File: src/rtl/spi_sub_if.sv
// SPI subordinate bus bundle: the four SPI pins plus the byte-level
// controller side. The controller side has no backpressure: new_data is a
// one-cycle strobe that qualifies rx_byte. The consumer must take the byte
// in that cycle. rx_byte stays stable until the next strobe. tx_byte is
// sampled at cs_n fall and at each word boundary.
interface spi_sub_if #(
    parameter int DATA_W = 8
);
    logic              sclk;
    logic              cs_n;
    logic              mosi;
    logic              miso;
    logic              new_data;
    logic [DATA_W-1:0] rx_byte;
    logic [DATA_W-1:0] tx_byte;
    logic              active;     // debug view of the FSM: 1 = ACTIVE

    modport master (
        output sclk, cs_n, mosi, tx_byte,
        input  miso, new_data, rx_byte, active
    );

    modport slave (
        input  sclk, cs_n, mosi, tx_byte,
        output miso, new_data, rx_byte, active
    );
endinterface

File: src/rtl/spi_sub.sv
// SPI mode-0 subordinate, MSB first. The SPI pins are synchronised into
// the clk domain. A two-state FSM shifts MOSI in on sclk rise and MISO out
// on sclk fall.
module spi_sub #(
    parameter int DATA_W      = 8,
    parameter int SYNC_STAGES = 2
) (
    input  logic     clk,
    input  logic     rst,
    spi_sub_if.slave bus
);
    localparam int CNT_W = (DATA_W > 1) ? $clog2(DATA_W) : 1;
    localparam logic [CNT_W-1:0] LAST_BIT = CNT_W'(DATA_W - 1);

    typedef enum logic {IDLE = 1'b0, ACTIVE = 1'b1} state_t;

    logic [SYNC_STAGES-1:0] sclk_sync_q, cs_sync_q, mosi_sync_q;
    logic                   sclk_prev_q, cs_prev_q;
    logic [SYNC_STAGES:0]   fill_q;
    logic                   armed_q;

    state_t            state_q, state_d;
    logic [CNT_W-1:0]  bit_cnt_q, bit_cnt_d;
    logic [DATA_W-1:0] tx_q, tx_d;
    logic [DATA_W-1:0] rx_q, rx_d;
    logic              done_q, done_d;
    logic              new_data_q;
    logic [DATA_W-1:0] rx_byte_q;

    logic sclk_s, cs_s, mosi_s;
    logic sck_rise, sck_fall, cs_fall, cs_rise;

    // Pin synchronisers and edge-detect history. They reset to idle bus levels.
    // fill_q marks when the chains hold real pin samples. cs_fall is armed
    // only after a genuine high cs_n, so a cs_n held low through reset
    // cannot restart a transfer.
    always_ff @(posedge clk) begin
        if (!rst) begin
            sclk_sync_q <= '0;
            cs_sync_q   <= '1;
            mosi_sync_q <= '0;
            sclk_prev_q <= 1'b0;
            cs_prev_q   <= 1'b1;
            fill_q      <= '0;
            armed_q     <= 1'b0;
        end else begin
            sclk_sync_q <= {sclk_sync_q[SYNC_STAGES-2:0], bus.sclk};
            cs_sync_q   <= {cs_sync_q[SYNC_STAGES-2:0], bus.cs_n};
            mosi_sync_q <= {mosi_sync_q[SYNC_STAGES-2:0], bus.mosi};
            sclk_prev_q <= sclk_s;
            cs_prev_q   <= cs_s;
            fill_q      <= {fill_q[SYNC_STAGES-1:0], 1'b1};
            if (fill_q[SYNC_STAGES] && cs_s) begin
                armed_q <= 1'b1;
            end
        end
    end

    assign sclk_s   = sclk_sync_q[SYNC_STAGES-1];
    assign cs_s     = cs_sync_q[SYNC_STAGES-1];
    assign mosi_s   = mosi_sync_q[SYNC_STAGES-1];
    assign sck_rise = sclk_s & ~sclk_prev_q;
    assign sck_fall = ~sclk_s & sclk_prev_q;
    assign cs_fall  = armed_q & cs_prev_q & ~cs_s;
    assign cs_rise  = cs_s & ~cs_prev_q;

    // FSM next state and shift-register updates. cs_rise takes priority over sclk edges.
    always_comb begin
        state_d   = state_q;
        bit_cnt_d = bit_cnt_q;
        tx_d      = tx_q;
        rx_d      = rx_q;
        done_d    = 1'b0;
        case (state_q)
            IDLE: begin
                if (cs_fall) begin
                    tx_d      = bus.tx_byte;
                    bit_cnt_d = '0;
                    state_d   = ACTIVE;
                end
            end
            ACTIVE: begin
                if (cs_rise) begin
                    state_d = IDLE;
                end else if (sck_rise) begin
                    rx_d = {rx_q[DATA_W-2:0], mosi_s};
                    if (bit_cnt_q == LAST_BIT) begin
                        bit_cnt_d = '0;
                        done_d    = 1'b1;
                    end else begin
                        bit_cnt_d = bit_cnt_q + CNT_W'(1);
                    end
                end else if (sck_fall) begin
                    if (bit_cnt_q == '0) begin
                        tx_d = bus.tx_byte;
                    end else begin
                        tx_d = {tx_q[DATA_W-2:0], 1'b0};
                    end
                end
            end
            default: state_d = IDLE;
        endcase
    end

    // State and datapath registers. A finished word is published one
    // cycle after its last bit.
    always_ff @(posedge clk) begin
        if (!rst) begin
            state_q    <= IDLE;
            bit_cnt_q  <= '0;
            tx_q       <= '0;
            rx_q       <= '0;
            done_q     <= 1'b0;
            new_data_q <= 1'b0;
            rx_byte_q  <= '0;
        end else begin
            state_q    <= state_d;
            bit_cnt_q  <= bit_cnt_d;
            tx_q       <= tx_d;
            rx_q       <= rx_d;
            done_q     <= done_d;
            new_data_q <= done_q;
            if (done_q) begin
                rx_byte_q <= rx_q;
            end
        end
    end

    // MISO is the MSB of the transmit shifter while selected, and 0 otherwise.
    assign bus.miso     = (state_q == ACTIVE) & tx_q[DATA_W-1];
    assign bus.new_data = new_data_q;
    assign bus.rx_byte  = rx_byte_q;
    assign bus.active   = (state_q == ACTIVE);
endmodule

File: src/flat_wrapper.sv
// flat-port wrapper written by rule: the top's interface ports become plain ports
module spi_sub_flat 
#(
    parameter int DATA_W      = 8,
    parameter int SYNC_STAGES = 2
)
  (clk, rst, bus_sclk, bus_cs_n, bus_mosi, bus_tx_byte, bus_miso, bus_new_data, bus_rx_byte, bus_active);
  spi_sub_if #(.DATA_W(DATA_W)) bus_i ();
  input  logic clk;
  input  logic rst;
  input wire logic [$bits(bus_i.sclk)-1:0] bus_sclk;
  input wire logic [$bits(bus_i.cs_n)-1:0] bus_cs_n;
  input wire logic [$bits(bus_i.mosi)-1:0] bus_mosi;
  input wire logic [$bits(bus_i.tx_byte)-1:0] bus_tx_byte;
  output wire logic [$bits(bus_i.miso)-1:0] bus_miso;
  output wire logic [$bits(bus_i.new_data)-1:0] bus_new_data;
  output wire logic [$bits(bus_i.rx_byte)-1:0] bus_rx_byte;
  output wire logic [$bits(bus_i.active)-1:0] bus_active;
  assign bus_i.sclk = bus_sclk;
  assign bus_i.cs_n = bus_cs_n;
  assign bus_i.mosi = bus_mosi;
  assign bus_i.tx_byte = bus_tx_byte;
  assign bus_miso = bus_i.miso;
  assign bus_new_data = bus_i.new_data;
  assign bus_rx_byte = bus_i.rx_byte;
  assign bus_active = bus_i.active;
  spi_sub #(.DATA_W(DATA_W), .SYNC_STAGES(SYNC_STAGES)) u_core (.clk(clk), .rst(rst), .bus(bus_i));
endmodule
File: config.mk
export PLATFORM = sky130hd
export DESIGN_NAME = spi_sub_flat
export DESIGN_NICKNAME = d
export VERILOG_FILES = /design/src/rtl/spi_sub_if.sv /design/src/rtl/spi_sub.sv /design/src/flat_wrapper.sv
export SDC_FILE = /design/constraint.sdc
export NUM_CORES = 1
export LEC_CHECK = 0
export ABC_AREA = 1
export BUFFER_PORTS_ARGS = -buffer_cell sky130_fd_sc_hd__buf_2
export CORE_MARGIN = 3
export CORE_UTILIZATION = 40
export CTS_BUF_LIST = sky130_fd_sc_hd__clkbuf_8 sky130_fd_sc_hd__clkbuf_16
export DETAILED_ROUTE_END_ITERATION = 16
export GPL_TIMING_DRIVEN = 1
export PLACE_DENSITY = 0.61
export SYNTH_ARGS = -nofsm -noshare
export SYNTH_HDL_FRONTEND = slang
export SYNTH_SLANG_ARGS = --single-unit
File: constraint.sdc
create_clock -name clk -period 3.55 [get_ports clk]
set_input_delay 0.1775 -clock clk [delete_from_list [all_inputs] [get_ports clk]]
set_output_delay 0.1775 -clock clk [all_outputs]
set_load 0.01 [all_outputs]
==> flow_metrics.py, run 1 <==
metrics = {
    "sta": {
        "finalHoldViolCount": 0,
        "fmax_mhz": 650,
        "slew_headroom": 0.600,
        "rsz0062_at_grt": "no",
        "finalSetupTns_ns": 0,
        "post-route-period-util": 0.434,
        "skew_ns": 0.00537,
        "setup_viol": 0,
        "worst_pin_slew_ns": 0.600,
        "fin_crit_ns": 1.54,
        "finalMaxSlewViolations": 0,
    },
    "floorplan": {
        "dieHeight_um": 69.8,
        "die_w_um": 69.8,
        "core_area_um2": 3800,
        "initial_core_util": 0.429,
        "io_pins": 24,
        "rows": 22,
        "dieArea_um2": 4880,
    },
    "flow_run": {
        "max-cap-violations": 0,
    },
    "cells_and_area": {
        "nFillCells": 395,
        "layout_commonest_cell": "nor2_1",
        "drive_above_1_share": 0.153,
        "seqCellArea_um2": 841,
        "final_cell_mix": "52 x nor2_1, 50 x nand2_1, 42 x dfxtp_1",
        "area_growth_pct": 13.8,
        "antenna_cells": 0,
        "nNetsFinal": 263,
        "multi_input_area_um2": 643,
        "finish.utilization": 0.488,
    },
    "setup_path": {
        "end_kind": "flip-flop",
        "required_ns": 3.75,
        "path_max_fanout": 15,
        "crit_type": "flip-flop to flip-flop",
        "worstSetupStartpointType": "flip-flop",
        "cp.arrival_ns": 1.74,
    },
    "global_route": {
        "grt_max_degree": 37,
        "grt_pass1_wl_mm": 5.06,
        "grt_overflow": 0,
        "antenna_found_initial": 0,
        "first_global_vias": 1156,
        "grt_util_all_layers": 0.129,
    },
    "drt": {
        "via_count": 1304,
        "drtPass1Iterations": 4,
        "via_per_inst": 4.41,
        "drcViolationCount": 0,
        "wirelength_mm": 2.94,
        "ant_nets": 0,
        "wl_per_cell_um": 9.93,
        "drt_iter0_markers": 60,
    },
    "place": {
        "post-dp-hpwl_mm": 1.94,
        "gp_congestion": 0.736,
        "port_buffers": 23,
    },
    "clock_network": {
        "cts-resized-gates": 0,
        "postCtsHoldBufs": 0,
        "clk_latency_ns": 0.29,
        "post-cts-setup-buffer-count": 0,
        "cts_made_buffers": 5,
        "cts_buffer_depth": 2,
        "htreeDepth": 2,
        "cts_tree": "done",
        "numClockSinks": 42,
        "ctsRootBufferMaster": "clkbuf_8",
        "clkSlewWorstSetupHoldPaths_ns": 0.08,
    },
    "yosys": {
        "postSynthCellCount": 225,
        "synth_area_um2": 1630,
        "ys_types": 17,
        "synth_seq_cells": 42,
        "seq_area_frac_synth": 0.516,
        "yosysWarnings": 0,
        "synth_nets": 241,
        "postSynthAreaPerCell_um2": 7.25,
    },
    "worst_hold_path": {
        "hp-class": "input pin to flip-flop",
    },
    "power_and_ir_drop": {
        "p_per_area_nw_per_um2": 446,
        "ir_worst_vdd_v": 0.000264,
        "leakagePower_uw": 0.000973,
    },
    "run_status": {
        "outcome": "finished clean",
    },
}
[synthesized netlist by cell type]
cell,count,area [µm²]
o21ai_1,12,60.1
or2_2,2,12.5
nor2_4,1,11.3
nor2_1,52,195
nand3_1,13,65.1
nor3_1,1,5.00
buf_2,3,15.0
clkbuf_1,4,15.0
inv_1,26,97.6
nand2_2,3,18.8
ha_1,3,37.5
dfxtp_1,42,841
buf_6,1,11.3
o21ai_0,5,25.0
nand2_1,50,188
a21oi_1,5,25.0
inv_2,2,7.51
[area by class of cell]
cell class / instances / area share
inverter: 28 / 0.0566
tap: 48 / 0.0324
clock inverter: 2 / 0.00472
timing repair buffer: 23 / 0.0620
clock buffer: 6 / 0.0445
sequential: 42 / 0.453
multi-input combinational: 147 / 0.347
[registers in the layout, indices dropped and copies added (netlist names)]
name,cells
u_core.fill_q,3
u_core.mosi_sync_q,2
u_core.rx_q,8
u_core.sclk_prev_q,1
u_core.sclk_sync_q,2
u_core.cs_sync_q,2
u_core.cs_prev_q,1
u_core.bus.active,1
u_core.done_q,1
u_core.tx_q,8
u_core.bit_cnt_q,3
u_core.bus.new_data,1
u_core.armed_q,1
u_core.bus.rx_byte,8
[where the power goes]
| part | internal, µW | switching, µW |
|---|---|---|
| combinational | 14.0 | 20.5 |
| sequential | 480 | 4.35 |
| clock | 154 | 156 |
[per-layer routing]
layer | GRT usage | wire [µm] | part of all wire
met4 | 0.0574 | 31 | 0.011
met2 | 0.182 | 1260 | 0.43
met1 | 0.172 | 1540 | 0.52
met3 | 0.0522 | 108 | 0.037
met5 | 0 | 0 | 0
[kinds of logic (layout without fill, tap and decap cells)]
family	Yosys count	in the layout	synth area share
AOI/OAI and AO/OA	22	22	0.0675
buffers and inverters	36	59	0.0898
adders and majority gates	3	3	0.0230
and+or+nand+nor	122	122	0.304
DFF	42	42	0.516
[stage by stage]
step / cell area [µm²] / hold WS [ns] / setup slack, ns / instances / total power (µW)
floorplan: 1630 / 0.205 / 2.31 / 225 / 519
global placement: 1760 / 0.356 / 2.03 / 288 / 530
detailed placement: 1760 / 0.364 / 1.99 / 288 / 530
CTS: 1860 / 0.0504 / 1.99 / 296 / 843
global route: 1860 / 0.0619 / 1.83 / 296 / 868
finish: 1860 / 0.0632 / 2.01 / 296 / 828
[path summary, 6_finish.rpt]
check	from	end	slack (ns)	cells past startpoint
worst max-delay path	u_core.bus.active	u_core.bit_cnt_q[0]	2.01	5
worst min-delay path	bus_sclk	u_core.sclk_sync_q[0]	0.06	3
worst min register to register	u_core.sclk_sync_q[0]	u_core.sclk_sync_q[1]	0.41	2
worst max register to register	u_core.bus.active	u_core.bit_cnt_q[0]	2.01	5
[worst max-delay path, stage by stage (launching register included)]
cell and delay [ns]:
dfxtp_1 0.65, nand3_1 0.43, nand2_1 0.20, nand2_1 0.06, nand2_1 0.05, nor2_1 0.04
(Power assumes the default switching activity.)
==> run 2, diff against run 1 <==
==> constraint.sdc (replaced) <==
create_clock -name clk -period 1.55 [get_ports clk]
set_input_delay 0.0775 -clock clk [delete_from_list [all_inputs] [get_ports clk]]
set_output_delay 0.0775 -clock clk [all_outputs]
set_load 0.01 [all_outputs]
==> flow_metrics.py, run 2 (same netlist as run 1, synthesis figures left out) <==
metrics = {
    "run_status": {
        "outcome": "finished clean",
    },
    "sta": {
        "skew_ns": 0.00716,
        "fmax_mhz": 755,
        "finalHoldViolCount": 0,
        "setup_viol": 0,
        "fin_crit_ns": 1.33,
        "post-route-period-util": 0.855,
        "rsz0062_at_grt": "no",
        "whs_ns": 0.0495,
        "slew_headroom": 0.773,
        "finalSetupTns_ns": 0,
        "finalMaxSlewViolations": 0,
        "worst_pin_slew_ns": 0.341,
    },
    "floorplan": {
        "io_pins": 24,
        "rows": 22,
        "die_w_um": 69.8,
        "core_area_um2": 3800,
        "dieHeight_um": 69.8,
        "initial_core_util": 0.429,
        "dieArea_um2": 4880,
    },
    "clock_network": {
        "cts_made_buffers": 5,
        "ctsRootBufferMaster": "clkbuf_8",
        "cts-resized-gates": 0,
        "cts_tree": "done",
        "clk_latency_ns": 0.30,
        "numClockSinks": 42,
        "htreeDepth": 2,
        "cts_buffer_depth": 2,
        "clkSlewWorstSetupHoldPaths_ns": 0.08,
    },
    "setup_path": {
        "slowest_delay_ns": 0.53,
        "crit_chain": "buf_4 > nand2_1 > inv_1 > buf_2",
        "worstSetupStartpointType": "flip-flop",
        "crit_type": "flip-flop to output pin",
        "r2r_slack_ns": 0.24,
        "crit_family": "flip-flops",
        "required_ns": 1.47,
        "cp.arrival_ns": 1.25,
        "r2r_cells": 8,
        "path_max_fanout": 10,
        "end_kind": "output pin",
        "slowest_stage": "dfxtp_1",
        "rr_startpoint": "u_core.bit_cnt_q[0]",
        "r2r_end": "u_core.tx_q[0]",
        "crit_buf_inv": 3,
    },
    "cells_and_area": {
        "nFillCells": 411,
        "nNetsFinal": 271,
        "layout_commonest_cell": "nor2_1",
        "antenna_cells": 0,
        "stdcell_area_um2": 1940,
        "finish.utilization": 0.511,
        "drive_above_1_share": 0.168,
        "final_cell_mix": "52 x nor2_1, 50 x nand2_1, 42 x dfxtp_1",
        "area_growth_pct": 19.1,
        "fin_cells": 304,
    },
    "drt": {
        "drcViolationCount": 0,
        "wirelength_mm": 2.92,
        "drtPass1Iterations": 4,
        "wl_per_cell_um": 9.60,
        "via_per_inst": 4.40,
        "ant_nets": 0,
        "drt_iter0_markers": 53,
        "via_count": 1337,
    },
    "worst_hold_path": {
        "hp-start": "rst",
        "hp-class": "input pin to flip-flop",
        "min_path_cells": 1,
        "hold_end": "u_core.fill_q[0]",
    },
    "global_route": {
        "grt_util_all_layers": 0.133,
        "grt_pass1_wl_mm": 5.18,
        "first_global_vias": 1177,
        "grt_max_degree": 24,
        "antenna_found_initial": 0,
        "grt_overflow": 0,
    },
    "power_and_ir_drop": {
        "p_per_area_nw_per_um2": 1050,
        "pwr-share-clk": 0.413,
        "combPwrFrac": 0.043,
        "share_seq_of_total_power": 0.544,
        "leakagePower_uw": 0.00101,
        "ir_worst_vdd_v": 0.000623,
        "internal-power_uw": 1610,
        "switching_share": 0.209,
        "p_sw_uw": 425,
    },
    "place": {
        "post-dp-hpwl_mm": 2.00,
        "place_inst": 293,
        "gp_congestion": 0.721,
        "placed_area_um2": 1800,
        "port_buffers": 23,
    },
    "flow_run": {
        "max-cap-violations": 0,
    },
}
[run 2: cell count changes in the layout (fill, tap and decap cells not counted), sizes merged]
cell	delta
buf	+5
bufinv	+1
clkbuf	-1
clkinv	-1
clkinvlp	+1
dlygate4sd3	+3
[run 2: worst max-delay path by stage]
stage / from / end / slack [ns] / cells after the start
6_report: u_core.bus.active / bus_miso / 0.22 / 4
4_1_cts: u_core.bus.active / bus_miso / 0.20 / 4
3_3_place_gp: u_core.bit_cnt_q[0] / u_core.tx_q[0] / 0.23 / 8
3_5_place_dp: u_core.bit_cnt_q[0] / u_core.tx_q[5] / 0.26 / 8
5_1_grt: u_core.bit_cnt_q[0] / u_core.tx_q[1] / 0.08 / 8
2_1_floorplan: u_core.bit_cnt_q[0] / u_core.tx_q[1] / 0.31 / 8
[run 2: power by group through the flow]
stage          Clock [µW]  Combinational [µW]  Sequential [µW]
6_report              840                87.8             1110
3_3_place_gp            0                82.7             1130
4_1_cts               873                89.5             1110
3_5_place_dp            0                83.4             1130
2_1_floorplan           0                58.1             1130
5_1_grt               917                 104             1110
[run 2: final cells by class]
cell class / count / area [µm²] / area share
repair buffers: 31 / 183 / 0.0941
multi-input cells: 147 / 643 / 0.331
clock inverters: 3 / 41.3 / 0.0213
well taps: 48 / 60.1 / 0.0309
flip-flops and latches: 42 / 841 / 0.433
clock buffers: 5 / 68.8 / 0.0354
inverters: 28 / 105 / 0.0541
[run 2: routing by layer]
metal | wire length [µm] | track usage | vias up
met3 | 113 | 0.0493 | 6
met4 | 68 | 0.0638 | 0
met2 | 1200 | 0.188 | 17
li1 | - | - | 741
met1 | 1530 | 0.176 | 573
met5 | 0 | 0 | -
[run 2: repair_timing]
| item | 4_1_cts | 5_1_grt |
|---|---|---|
| buffers inserted | 0 | 0 |
| hold buffers | 3 | 0 |
| hold endpoints to repair | 3 | 0 |
[run 2: per-stage QoR]
stage	power (µW)	setup WS, ns
2_1_floorplan	1190	0.309
3_3_place_gp	1220	0.235
3_5_place_dp	1220	0.264
4_1_cts	2070	0.201
5_1_grt	2130	0.0808
6_report	2040	0.225
==> run 3, diff against run 2 <==
--- a/config.mk
+++ b/config.mk
@@ -12,6 +12,7 @@
 export CTS_BUF_LIST = sky130_fd_sc_hd__clkbuf_8 sky130_fd_sc_hd__clkbuf_16
 export DETAILED_ROUTE_END_ITERATION = 16
 export GPL_TIMING_DRIVEN = 1
+export MAX_ROUTING_LAYER = met4
 export PLACE_DENSITY = 0.61
 export SYNTH_ARGS = -nofsm -noshare
 export SYNTH_HDL_FRONTEND = slang
==> flow_metrics.py, run 3 (same netlist as run 1, synthesis figures left out) <==
metrics = {
    "setup_path": {
        "r2r_end": "u_core.tx_q[0]",
        "crit_type": "flip-flop to output pin",
        "required_ns": 1.47,
        "crit_chain": "buf_4 > nand2_1 > inv_1 > buf_2",
        "r2r_cells": 8,
        "worstSetupStartpointType": "flip-flop",
        "slowest_stage": "dfxtp_1",
        "cp.arrival_ns": 1.25,
        "path_max_fanout": 10,
        "rr_startpoint": "u_core.bit_cnt_q[0]",
        "r2r_slack_ns": 0.24,
        "critPathLaunch": "u_core.bus.active",
        "end_kind": "output pin",
        "slowest_delay_ns": 0.53,
    },
    "global_route": {
        "grt_pass1_wl_mm": 5.18,
        "antenna_found_initial": 0,
        "grt_overflow": 0,
        "first_global_vias": 1177,
        "grt_max_degree": 24,
        "grt_util_all_layers": 0.136,
    },
    "power_and_ir_drop": {
        "p_per_area_nw_per_um2": 1050,
        "combPwrFrac": 0.043,
        "switching_share": 0.208,
        "internal-power_uw": 1610,
        "share_seq_of_total_power": 0.545,
        "leakagePower_uw": 0.00101,
        "ir_worst_vdd_v": 0.000623,
        "pwr-share-clk": 0.412,
        "p_sw_uw": 422,
        "total_power_uw": 2030,
    },
    "cells_and_area": {
        "antenna_cells": 0,
        "seqCellArea_um2": 841,
        "multi_input_area_um2": 643,
        "final_cell_mix": "52 x nor2_1, 50 x nand2_1, 42 x dfxtp_1",
        "area_growth_pct": 19.1,
        "drive_above_1_share": 0.168,
        "layout_commonest_cell": "nor2_1",
        "fin_cells": 304,
        "nFillCells": 411,
        "nNetsFinal": 271,
    },
    "floorplan": {
        "rows": 22,
        "core_area_um2": 3800,
        "dieHeight_um": 69.8,
        "initial_core_util": 0.429,
        "dieArea_um2": 4880,
        "io_pins": 24,
        "die_w_um": 69.8,
    },
    "sta": {
        "setup_viol": 0,
        "worst_pin_slew_ns": 0.340,
        "finalHoldViolCount": 0,
        "rsz0062_at_grt": "no",
        "fin_crit_ns": 1.32,
        "finalSetupTns_ns": 0,
        "post-route-period-util": 0.853,
        "fmax_mhz": 756,
        "finalMaxSlewViolations": 0,
        "skew_ns": 0.00690,
        "setup_slack_ns": 0.227,
        "whs_ns": 0.0516,
        "slew_headroom": 0.773,
    },
    "worst_hold_path": {
        "min_path_cells": 1,
        "hold_end": "u_core.fill_q[0]",
        "hp-class": "input pin to flip-flop",
        "hp-start": "rst",
    },
    "clock_network": {
        "ctsRootBufferMaster": "clkbuf_8",
        "cts_buffer_depth": 2,
        "numClockSinks": 42,
        "clkSlewWorstSetupHoldPaths_ns": 0.08,
        "htreeDepth": 2,
        "cts_made_buffers": 5,
        "cts_tree": "done",
        "clk_latency_ns": 0.29,
    },
    "place": {
        "port_buffers": 23,
        "gp_congestion": 0.729,
        "post-dp-hpwl_mm": 2.00,
        "place_inst": 293,
        "place_worst_setup_slack_ns": 0.264,
    },
    "drt": {
        "via_count": 1338,
        "ant_nets": 0,
        "via_per_inst": 4.40,
        "wl_per_cell_um": 9.58,
        "wirelength_mm": 2.91,
        "drtPass1Iterations": 4,
        "drcViolationCount": 0,
        "drt_iter0_markers": 53,
    },
    "flow_run": {
        "max-cap-violations": 0,
    },
    "run_status": {
        "outcome": "finished clean",
    },
}
## run 3: cell counts in the layout (fill, tap and decap cells not counted)
Identical to the previous run, type by type.
## run 3: worst max path at each step
stage	end	slack [ns]	cells past startpoint
final	bus_miso	0.23	4
after global routing	u_core.tx_q[1]	0.08	8
after CTS	bus_miso	0.20	4
after detailed placement	u_core.tx_q[5]	0.26	8
after global placement	u_core.tx_q[0]	0.23	8
after floorplan	u_core.tx_q[1]	0.31	8
## run 3: timing repair
| action | CTS | global route |
|---|---|---|
| endpoints found under the hold margin | 3 | 0 |
| hold buffers | 3 | 0 |
| endpoints found under the setup margin | 0 | 0 |
| setup buffers | 0 | 0 |
| resized for setup | 0 | 0 |
## run 3: stage by stage
| step | cell area [µm²] | util |
|---|---|---|
| 4_1_cts | 1940 | 0.511 |
| 5_1_grt | 1940 | 0.511 |
| 6_report | 1940 | 0.511 |
| 2_1_floorplan | 1630 | - |
| 3_3_place_gp | 1800 | 0.474 |
| 3_5_place_dp | 1800 | 0.474 |
## run 3: final cells by class
cell class | count | area share
Sequential cell | 42 | 0.433
Multi-Input combinational cell | 147 | 0.331
Timing Repair Buffer | 31 | 0.0941
Inverter | 28 | 0.0541
Clock buffer | 5 | 0.0354
Tap cell | 48 | 0.0309
Clock inverter | 3 | 0.0213
## run 3: routing by layer
metal	global-route usage	vias up	wire length [µm]
li1	-	741	-
met1	0.176	573	1530
met2	0.188	18	1220
met3	0.0493	6	110
met4	0.0638	0	49
met5	-	-	0
## run 3: critical path: cells and delay by family, from the launching register on
family                 cells  cell delay (ns)
and+or+nand+nor            1             0.06
DFF                        1             0.53
buffers and inverters      3             0.37
## run 3: power groups by stage
stage	sequential (µW)	clock [µW]	combinational, µW
2_1_floorplan	1130	0	58.1
3_3_place_gp	1130	0	82.7
3_5_place_dp	1130	0	83.4
4_1_cts	1110	873	89.5
5_1_grt	1110	917	104
6_report	1110	838	87.9
